[src/rtl/ctrl_pkg.sv]
// Shared opcode/ALU constants, control-bundle struct and stage FSM states
// for the pipe_ctrl_decode slice.
package ctrl_pkg;

    localparam logic [3:0] OP_RTYPE  = 4'b0001;
    localparam logic [3:0] OP_ITYPE  = 4'b0010;
    localparam logic [3:0] OP_BRANCH = 4'b1000;
    localparam logic [3:0] OP_JUMP   = 4'b0100;
    localparam logic [3:0] OP_LOAD   = 4'b1100;
    localparam logic [3:0] OP_STORE  = 4'b0011;

    localparam logic [3:0] ALU_ADD = 4'b0001;
    localparam logic [3:0] ALU_SUB = 4'b0010;

    // ALU op is kept outside the struct so its width can follow FUNCT_W.
    typedef struct packed {
        logic reg_dst;
        logic jump;
        logic branch;
        logic mem_read;
        logic mem_to_reg;
        logic mem_write;
        logic alu_src;
        logic reg_write;
    } ctrl_t;

    typedef enum logic {
        RUN    = 1'b0,
        BUBBLE = 1'b1
    } state_t;

endpackage

[src/rtl/ctrl_decode_rom.sv]
// Combinational opcode/funct -> control bundle decode; unknown opcodes
// decode to an all-zero NOP bundle with illegal_o raised.
module ctrl_decode_rom
    import ctrl_pkg::*;
#(
    parameter int OPC_W   = 4,
    parameter int FUNCT_W = 4
) (
    input  logic [OPC_W-1:0]   opcode_i,
    input  logic [FUNCT_W-1:0] funct_i,
    output ctrl_t              ctrl_o,
    output logic [FUNCT_W-1:0] alu_op_o,
    output logic               illegal_o
);

    always_comb begin
        ctrl_o    = '0;
        alu_op_o  = '0;
        illegal_o = 1'b0;
        case (opcode_i)
            OPC_W'(OP_RTYPE): begin
                ctrl_o.reg_dst   = 1'b1;
                ctrl_o.reg_write = 1'b1;
                alu_op_o         = funct_i;
            end
            OPC_W'(OP_ITYPE): begin
                ctrl_o.reg_write = 1'b1;
                ctrl_o.alu_src   = 1'b1;
                alu_op_o         = funct_i;
            end
            OPC_W'(OP_BRANCH): begin
                ctrl_o.branch = 1'b1;
                alu_op_o      = FUNCT_W'(ALU_SUB);
            end
            OPC_W'(OP_JUMP): begin
                ctrl_o.jump    = 1'b1;
                ctrl_o.alu_src = 1'b1;
            end
            OPC_W'(OP_LOAD): begin
                ctrl_o.reg_write  = 1'b1;
                ctrl_o.mem_read   = 1'b1;
                ctrl_o.mem_to_reg = 1'b1;
                alu_op_o          = FUNCT_W'(ALU_ADD);
            end
            OPC_W'(OP_STORE): begin
                ctrl_o.mem_write = 1'b1;
                alu_op_o         = FUNCT_W'(ALU_ADD);
            end
            default: illegal_o = 1'b1;
        endcase
    end

endmodule

[src/rtl/pipe_ctrl_decode.sv]
// Registered decode stage with valid/ready handshake and load-use bubble.
// Define CTRL_STALL_COUNT_EN to build the saturating stall_count counter.
module pipe_ctrl_decode
    import ctrl_pkg::*;
#(
    parameter int INSTR_W = 24,
    parameter int OPC_W   = 4,
    parameter int REG_AW  = 4,
    parameter int FUNCT_W = 4
) (
    input  logic               clk,
    input  logic               rst,
    input  logic               in_valid,
    output logic               in_ready,
    input  logic [INSTR_W-1:0] instr,
    output logic               out_valid,
    input  logic               out_ready,
    output logic               reg_dst,
    output logic               jump,
    output logic               branch,
    output logic               mem_read,
    output logic               mem_to_reg,
    output logic               mem_write,
    output logic               alu_src,
    output logic               reg_write,
    output logic [FUNCT_W-1:0] alu_op,
    output logic [OPC_W-1:0]   opcode,
    output logic [REG_AW-1:0]  rs,
    output logic [REG_AW-1:0]  rt,
    output logic [REG_AW-1:0]  rd,
    output logic [REG_AW-1:0]  dst_reg,
    output logic               illegal,
    output logic [15:0]        stall_count
);

    localparam int RS_LSB = INSTR_W - OPC_W - REG_AW;
    localparam int RT_LSB = RS_LSB - REG_AW;
    localparam int RD_LSB = RT_LSB - REG_AW;
    localparam int SPARE  = RD_LSB - FUNCT_W;

    logic [OPC_W-1:0]   in_opc;
    logic [REG_AW-1:0]  in_rs, in_rt, in_rd, in_dst;
    ctrl_t              dec_ctrl;
    logic [FUNCT_W-1:0] dec_alu;
    logic               dec_ill, rt_used, hazard, accept;

    state_t             state_q;
    logic               out_valid_q, illegal_q;
    ctrl_t              ctrl_q;
    logic [FUNCT_W-1:0] alu_q;
    logic [OPC_W-1:0]   opc_q;
    logic [REG_AW-1:0]  rs_q, rt_q, rd_q, dst_q;

    assign in_opc = instr[INSTR_W-1 -: OPC_W];
    assign in_rs  = instr[RS_LSB +: REG_AW];
    assign in_rt  = instr[RT_LSB +: REG_AW];
    assign in_rd  = instr[RD_LSB +: REG_AW];

    generate
        if (SPARE > 0) begin : g_spare
            logic unused_spare;
            assign unused_spare = ^instr[FUNCT_W +: SPARE];
        end
    endgenerate

    ctrl_decode_rom #(.OPC_W(OPC_W), .FUNCT_W(FUNCT_W)) u_rom (
        .opcode_i  (in_opc),
        .funct_i   (instr[FUNCT_W-1:0]),
        .ctrl_o    (dec_ctrl),
        .alu_op_o  (dec_alu),
        .illegal_o (dec_ill)
    );

    assign in_dst  = dec_ctrl.reg_dst ? in_rd : in_rt;
    assign rt_used = (in_opc == OPC_W'(OP_RTYPE)) || (in_opc == OPC_W'(OP_BRANCH)) ||
                     (in_opc == OPC_W'(OP_STORE));
    // Only a load still sitting in the output register can cause a load-use stall.
    assign hazard  = out_valid_q && ctrl_q.mem_read && in_valid &&
                     ((dst_q == in_rs) || (rt_used && (dst_q == in_rt)));
    assign in_ready = (!out_valid_q || out_ready) && !hazard;
    assign accept   = in_valid && in_ready;

    always_ff @(posedge clk or posedge rst) begin
        if (rst) begin
            state_q     <= RUN;
            out_valid_q <= 1'b0;
            ctrl_q      <= '0;
            alu_q       <= '0;
            opc_q       <= '0;
            rs_q        <= '0;
            rt_q        <= '0;
            rd_q        <= '0;
            dst_q       <= '0;
            illegal_q   <= 1'b0;
        end else begin
            if (accept) begin
                out_valid_q <= 1'b1;
                ctrl_q      <= dec_ctrl;
                alu_q       <= dec_alu;
                opc_q       <= in_opc;
                rs_q        <= in_rs;
                rt_q        <= in_rt;
                rd_q        <= in_rd;
                dst_q       <= in_dst;
                illegal_q   <= dec_ill;
            end else if (out_ready) begin
                out_valid_q <= 1'b0;
            end
            case (state_q)
                RUN:     if (hazard && out_ready) state_q <= BUBBLE;
                BUBBLE:  state_q <= RUN;
                default: state_q <= RUN;
            endcase
        end
    end

`ifdef CTRL_STALL_COUNT_EN
    logic [15:0] stall_q;
    always_ff @(posedge clk or posedge rst) begin
        if (rst) begin
            stall_q <= '0;
        end else if (((state_q == BUBBLE) || (in_valid && !in_ready)) && (stall_q != 16'hFFFF)) begin
            stall_q <= stall_q + 16'd1;
        end
    end
    assign stall_count = stall_q;
`else
    assign stall_count = '0;
`endif

    assign out_valid  = out_valid_q;
    assign reg_dst    = ctrl_q.reg_dst;
    assign jump       = ctrl_q.jump;
    assign branch     = ctrl_q.branch;
    assign mem_read   = ctrl_q.mem_read;
    assign mem_to_reg = ctrl_q.mem_to_reg;
    assign mem_write  = ctrl_q.mem_write;
    assign alu_src    = ctrl_q.alu_src;
    assign reg_write  = ctrl_q.reg_write;
    assign alu_op     = alu_q;
    assign opcode     = opc_q;
    assign rs         = rs_q;
    assign rt         = rt_q;
    assign rd         = rd_q;
    assign dst_reg    = dst_q;
    assign illegal    = illegal_q;

endmodule

[config.mk]
export PLATFORM = sky130hd
export DESIGN_NAME = pipe_ctrl_decode
export DESIGN_NICKNAME = d
export VERILOG_FILES = /design/src/rtl/ctrl_pkg.sv /design/src/rtl/ctrl_decode_rom.sv /design/src/rtl/pipe_ctrl_decode.sv
export SDC_FILE = /design/constraint.sdc
export NUM_CORES = 1
export LEC_CHECK = 0
export ABC_AREA = 1
export CAP_MARGIN = 20
export CORE_ASPECT_RATIO = 1.2
export CORE_MARGIN = 4
export CORE_UTILIZATION = 42
export DETAILED_ROUTE_END_ITERATION = 12
export GPL_TIMING_DRIVEN = 0
export PLACE_DENSITY = 0.85
export SETUP_SLACK_MARGIN = 0.3
export SYNTH_ARGS = -nofsm -noshare
export SYNTH_HDL_FRONTEND = slang
export SYNTH_SLANG_ARGS = --single-unit
[constraint.sdc]
create_clock -name clk -period 1.61 [get_ports clk]
set_input_delay 0.322 -clock clk [delete_from_list [all_inputs] [get_ports clk]]
set_output_delay 0.322 -clock clk [all_outputs]
set_load 0.05 [all_outputs]
---- Word level (Yosys, flattened, before mapping) ----
Index checks and enable logic that the tools add are counted.
W data, S select, Z words.
word-level totals
  bits in registers ....................... 34
  bits of input ports ..................... 28
  output and inout bits ................... 51
  word-level logic and storage cells ...... 54
cells by class
  equal/unequal tests ..................... 8
  muxes and demuxes ....................... 12
  reductions and logical operators ........ 18
operators with widths
  cell                  number
  $pmux W4 S3           1
  $mux W1               9
  $eq A4 B2 Y1 const B  2
  $eq A4 B4 Y1          2
  $eq A4 B4 Y1 const B  2
  $logic_and A1 B1 Y1   6
  $reduce_or A2 Y1      3
  $reduce_or A6 Y1      1
  $eq A4 B1 Y1 const B  1
  $eq A4 B3 Y1 const B  1
  $logic_or A1 B1 Y1    4
  $mux W4               1
  $reduce_or A3 Y1      1
  $logic_not A1 Y1      2
  $mux W2               1
  $reduce_bool A2 Y1    1

---- Logic depth before layout (Yosys ltp) ----
  depth after elaboration ................. 10
  depth in mapped cells ................... 11
  mapped depth without buffers ............ 10

---- Hierarchy ----
From an unflattened synthesis, not the netlist that was laid out.
unflattened totals
  cell total of the unflattened synthesis .. 247
  area total of the unflattened synthesis .. 1914.3 um2
modules (own cells, without submodules)
  module            instances  cells each  area an instance (um2)  seq. area each (um2)
  pipe_ctrl_decode  1          215         1760.4                  850.8
  ctrl_decode_rom   1          32          153.9                   0.0

---- Worst setup path after synthesis ----
No wires, ideal clock.
  kind .................................... reg-to-output
  from .................................... register out_valid_q, in the netlist out_valid
  to ...................................... output port in_ready
  data arrival time ....................... 2.215 ns
  slack ................................... -0.927 ns
  stages on the path, launching flop included .. 5
  buffers on the path ..................... 1
  cells stage by stage .................... dfrtp_1 -> inv_1 -> or2_2 -> buf_1 -> a21boi_0
between the ends
  longest elaborated chain between the ends .. 5
RTL lines
  element                            RTL line                 RTL
  start: declaration                 pipe_ctrl_decode.sv:48   logic out_valid_q, illegal_q;
  start signal: assignment           pipe_ctrl_decode.sv:86   out_valid_q <= 1'b0;
  start signal: assignment           pipe_ctrl_decode.sv:97   out_valid_q <= 1'b1;
  start signal: assignment           pipe_ctrl_decode.sv:107  out_valid_q <= 1'b0;
  $logic_and A1 B1 Y1 (3 in series)  pipe_ctrl_decode.sv:78   assign hazard = out_valid_q && ctrl_q.mem_read && in_valid &&
  $logic_not A1 Y1                   pipe_ctrl_decode.sv:80   assign in_ready = (!out_valid_q || out_ready) && !hazard;
  $logic_and A1 B1 Y1 *              pipe_ctrl_decode.sv:80
  end: declaration                   pipe_ctrl_decode.sv:14   output logic in_ready,
Every way passes the cells marked *; elsewhere a longest branch is shown, timed or not.

---- Final worst setup path ----
  from .................................... register dst_q[2], in the netlist dst_reg[2]
  to ...................................... output port in_ready
between the ends
  longest elaborated chain between the ends .. 6
RTL lines
  element                   RTL line                 RTL
  start: declaration        pipe_ctrl_decode.sv:52   logic [REG_AW-1:0] rs_q, rt_q, rd_q, dst_q;
  start signal: assignment  pipe_ctrl_decode.sv:104  dst_q <= in_dst;
  $eq A4 B4 Y1              pipe_ctrl_decode.sv:79   ((dst_q == in_rs) || (rt_used && (dst_q == in_rt)));
  $logic_and A1 B1 Y1       pipe_ctrl_decode.sv:79
  $logic_or A1 B1 Y1 *      pipe_ctrl_decode.sv:79
  $logic_and A1 B1 Y1 *     pipe_ctrl_decode.sv:78
  $logic_not A1 Y1 *        pipe_ctrl_decode.sv:80
  $logic_and A1 B1 Y1 *     pipe_ctrl_decode.sv:80
Marked as above.

==> impl_metrics.tcl <==
set metrics [dict create \
    grt_remaining_overflow 0 \
    yosys_warnings 0 \
    final_period_utilization 1.13 \
    placement_rows 26 \
    timing.reg2reg.worst_path_depth 11 \
    clk_pin_slew_worst_paths_ns 0.07 \
    synth_cell_types 20 \
    worst-path-max-fanout 5 \
    sequential_share_of_the_synthesized_area 0.447 \
    cts-root-to-sink-buffers 2 \
    dp_slack_ns -1.01 \
    synth-edff-count 0 \
    dpl-instance-area_um2 2610 \
    final_setup_margin_ns -0.215 \
    synthDominantAreaCellType "sky130_fd_sc_hd__dfrtp_1" \
    ys_top_cells_by_count "sky130_fd_sc_hd__nand2_1, sky130_fd_sc_hd__dfrtp_1, sky130_fd_sc_hd__nand4_1, sky130_fd_sc_hd__inv_1, sky130_fd_sc_hd__buf_4" \
    worstPathCellList "xor2_1 > nor2_1 > nand2_1 > nand2_2 > a21boi_4 > buf_6" \
    detailedRoute.firstIterationViolations 160 \
    switching_share 0.416 \
    synth-seq-cells 33 \
    wl_per_cell_um 13.6 \
    crit_path_top_delay_cell "sky130_fd_sc_hd__dfrtp_2" \
    post_synth_inst_count 242 \
    power_frac_comb 0.390 \
    grt_setup_unrepaired "true" \
    final-setup-viol-count 34 \
    finalCriticalPeriod_ns 1.83 \
    critical_path.endpoint_type "output port" \
    detail_route.vias_per_cell 4.89 \
    regToRegStartpoint "dst_reg[2]" \
    detailedRoute.firstPassIterationCount 4 \
    routed_wirelength_mm 5.30 \
    final_cell_area_um2 2690 \
    power.density_cell_area_nw_per_um2 971 \
    die_x_um 68.6 \
    cts.sinks 33 \
    violations "negative setup slack" \
    grt_pass1_vias 1847 \
    worstSkewPairLatency_ns 0.29 \
    worst_ep_arrival_time_ns 1.50 \
    dpl.cell_count 371 \
    groute.usage.overall 0.204 \
    timing_hold_violations_final 0 \
    syn-cell-area_um2 1850 \
    grt_max_degree 23 \
    antenna_found_initial 0 \
    timing.critical_path.slowest_cell_delay_ns 0.44 \
    holdCritPathClass "input pin to asynchronous set/reset pin" \
    asyncSetResetFlopFracSynth 1.00 \
    status "finished, violations left" \
    core_area_um2 4260 \
    power.share.sequential 0.382 \
    tritoncts "done" \
    place_hpwl_mm 3.74 \
    worst_r2r_endpoint "rd[1]" \
    cts_stage_hold_buffer_count 0 \
    total_switching_power_uw 1090 \
    route.antenna.remaining_nets 0 \
    maxCapViolCount 0 \
    synthesis.area_per_instance_um2 7.64 \
    post_route_cells_drive_above_1_share 0.316 \
    layout-area-overhead-vs-synth_pct 45.7 \
    die_height_um 80.7 \
    r2r_slack_ns -0.16 \
    largest_cells_by_area_after_synthesis "sky130_fd_sc_hd__dfrtp_1, sky130_fd_sc_hd__nand2_1, sky130_fd_sc_hd__nand4_1, sky130_fd_sc_hd__buf_4, sky130_fd_sc_hd__inv_1" \
    highest_attainable_clock_frequency_mhz 548 \
    cts_inserted_buffers 5 \
    port-buffer-count 57 \
    critical_path_required_ns 1.29 \
    clockRootBuffer "sky130_fd_sc_hd__clkbuf_8" \
    power_report.internal_total_uw 1530 \
    setup.worst_path.start_class "flip-flop" \
    pwr-share-clk 0.228 \
    ys.flop_type "sky130_fd_sc_hd__dfrtp_1" \
    post-synth-top-area-fraction 0.447 \
    drcViolationCount 0 \
    grt_pass1_wl_mm 8.32 \
    antenna_cells 0 \
    power.static_leakage_uw 0.00157 \
    die_area_um2 5530 \
    path_class "flip-flop to output port" \
    start_util 0.434 \
    final_cell_count_no_fill 391 \
    slew_headroom 0.632 \
    design.portCount 79 \
    finalWeightedCongestion 0.882 \
    worst-slew-pin-transition_ns 0.550 \
    nNetsFinal 362 \
    report.final.slew_viol_count 0 \
    peakVddDrop_mv 0.639 \
    totalNegativeSetupSlack_ns -4.43 \
    synth.most_common_cell "sky130_fd_sc_hd__nand2_1" \
    clock-skew-final_ns 0.00720 \
    routed-via-count 1913 \
    critical_path.top_delay_family "flip-flops" \
    timing.critical_path.buf_inv 1 \
    htree_levels 2 \
]
-- layout by cell type, fill, tap and decap left out, drive strengths merged --
master / count
or2: 1
conb: 16
clkdlybuf4s50: 10
nand2: 94
dfrtp: 33
nand3: 8
inv: 21
nand4: 33
xor2: 4
clkinv: 2
nor2: 11
a21boi: 1
buf: 75
clkbuf: 10
dlygate4sd2: 12
o21ai: 4
-- kinds of logic after synthesis --
logic type	Yosys count	synth area share
flip-flops	33	0.447
XOR/XNOR	4	0.0190
buffers and inverters	52	0.155
AND/OR/NAND/NOR	147	0.362
AO/OA/AOI/OAI	5	0.0149
other	1	0.00203
-- per-stage QoR --
stage / util / power [uW] / hold WS (ns)
finish: 0.632 / 2620 / 0.364
global route: 0.632 / 2740 / 0.408
CTS: 0.613 / 2590 / 0.378
detailed placement: 0.612 / 2060 / 0.459
global placement: 0.605 / 2030 / 0.453
floorplan: - / 1710 / 0.450
-- worst max-delay path by stage --
| stage | to | startpoint | cells past startpoint | slack [ns] |
|---|---|---|---|---|
| floorplan | in_ready | dst_reg[3] | 5 | 0.05 |
| global placement | in_ready | instr[20] | 8 | -0.99 |
| detailed placement | in_ready | instr[20] | 8 | -1.01 |
| CTS | in_ready | dst_reg[3] | 8 | -0.15 |
| global route | in_ready | dst_reg[2] | 6 | -0.25 |
| finish | in_ready | dst_reg[2] | 6 | -0.22 |
-- power groups by stage --
stage	Clock, uW	Sequential [uW]	Combinational, uW
detailed placement	0	1010	1040
global placement	0	1010	1030
global route	643	1010	1080
CTS	608	995	988
finish	597	999	1020
floorplan	0	1350	359
-- repair_timing --
item | in CTS | in global routing
pin swaps | 10 | 3
cloned | 2 | 1
resized for setup | 206 | 17
buffers inserted | 6 | 3
setup endpoints to repair | 68 | 38
-- worst register-to-register path: stages, from the launching register on --
cell and delay [ns]:
sky130_fd_sc_hd__dfrtp_2 0.44, sky130_fd_sc_hd__xor2_1 0.17, sky130_fd_sc_hd__nor2_1 0.18, sky130_fd_sc_hd__nand2_1 0.09, sky130_fd_sc_hd__nand2_2 0.10, sky130_fd_sc_hd__buf_4 0.12
sky130_fd_sc_hd__buf_6 0.10, sky130_fd_sc_hd__nand2_8 0.05, sky130_fd_sc_hd__buf_4 0.15, sky130_fd_sc_hd__buf_4 0.12, sky130_fd_sc_hd__nand4_1 0.08, sky130_fd_sc_hd__nand2_1 0.06
-- layout make-up --
class / count / area, um^2
Timing Repair Buffer: 70 / 547
Fill cell: 376 / 1570
Inverter: 21 / 78.8
Sequential cell: 33 / 833
Clock buffer: 6 / 72.6
Tap cell: 56 / 70.1
Clock inverter: 2 / 10.0
Multi-Input combinational cell: 172 / 850
Buffer: 31 / 231
-- metal layers --
metal	vias to the layer above	wire [um]	track usage
met4	0	114	0.0875
met1	879	1970	0.233
met3	14	413	0.0462
met2	89	2800	0.354
li1	931	-	-
met5	-	0	0
Power figures use the tool's default switching activity.
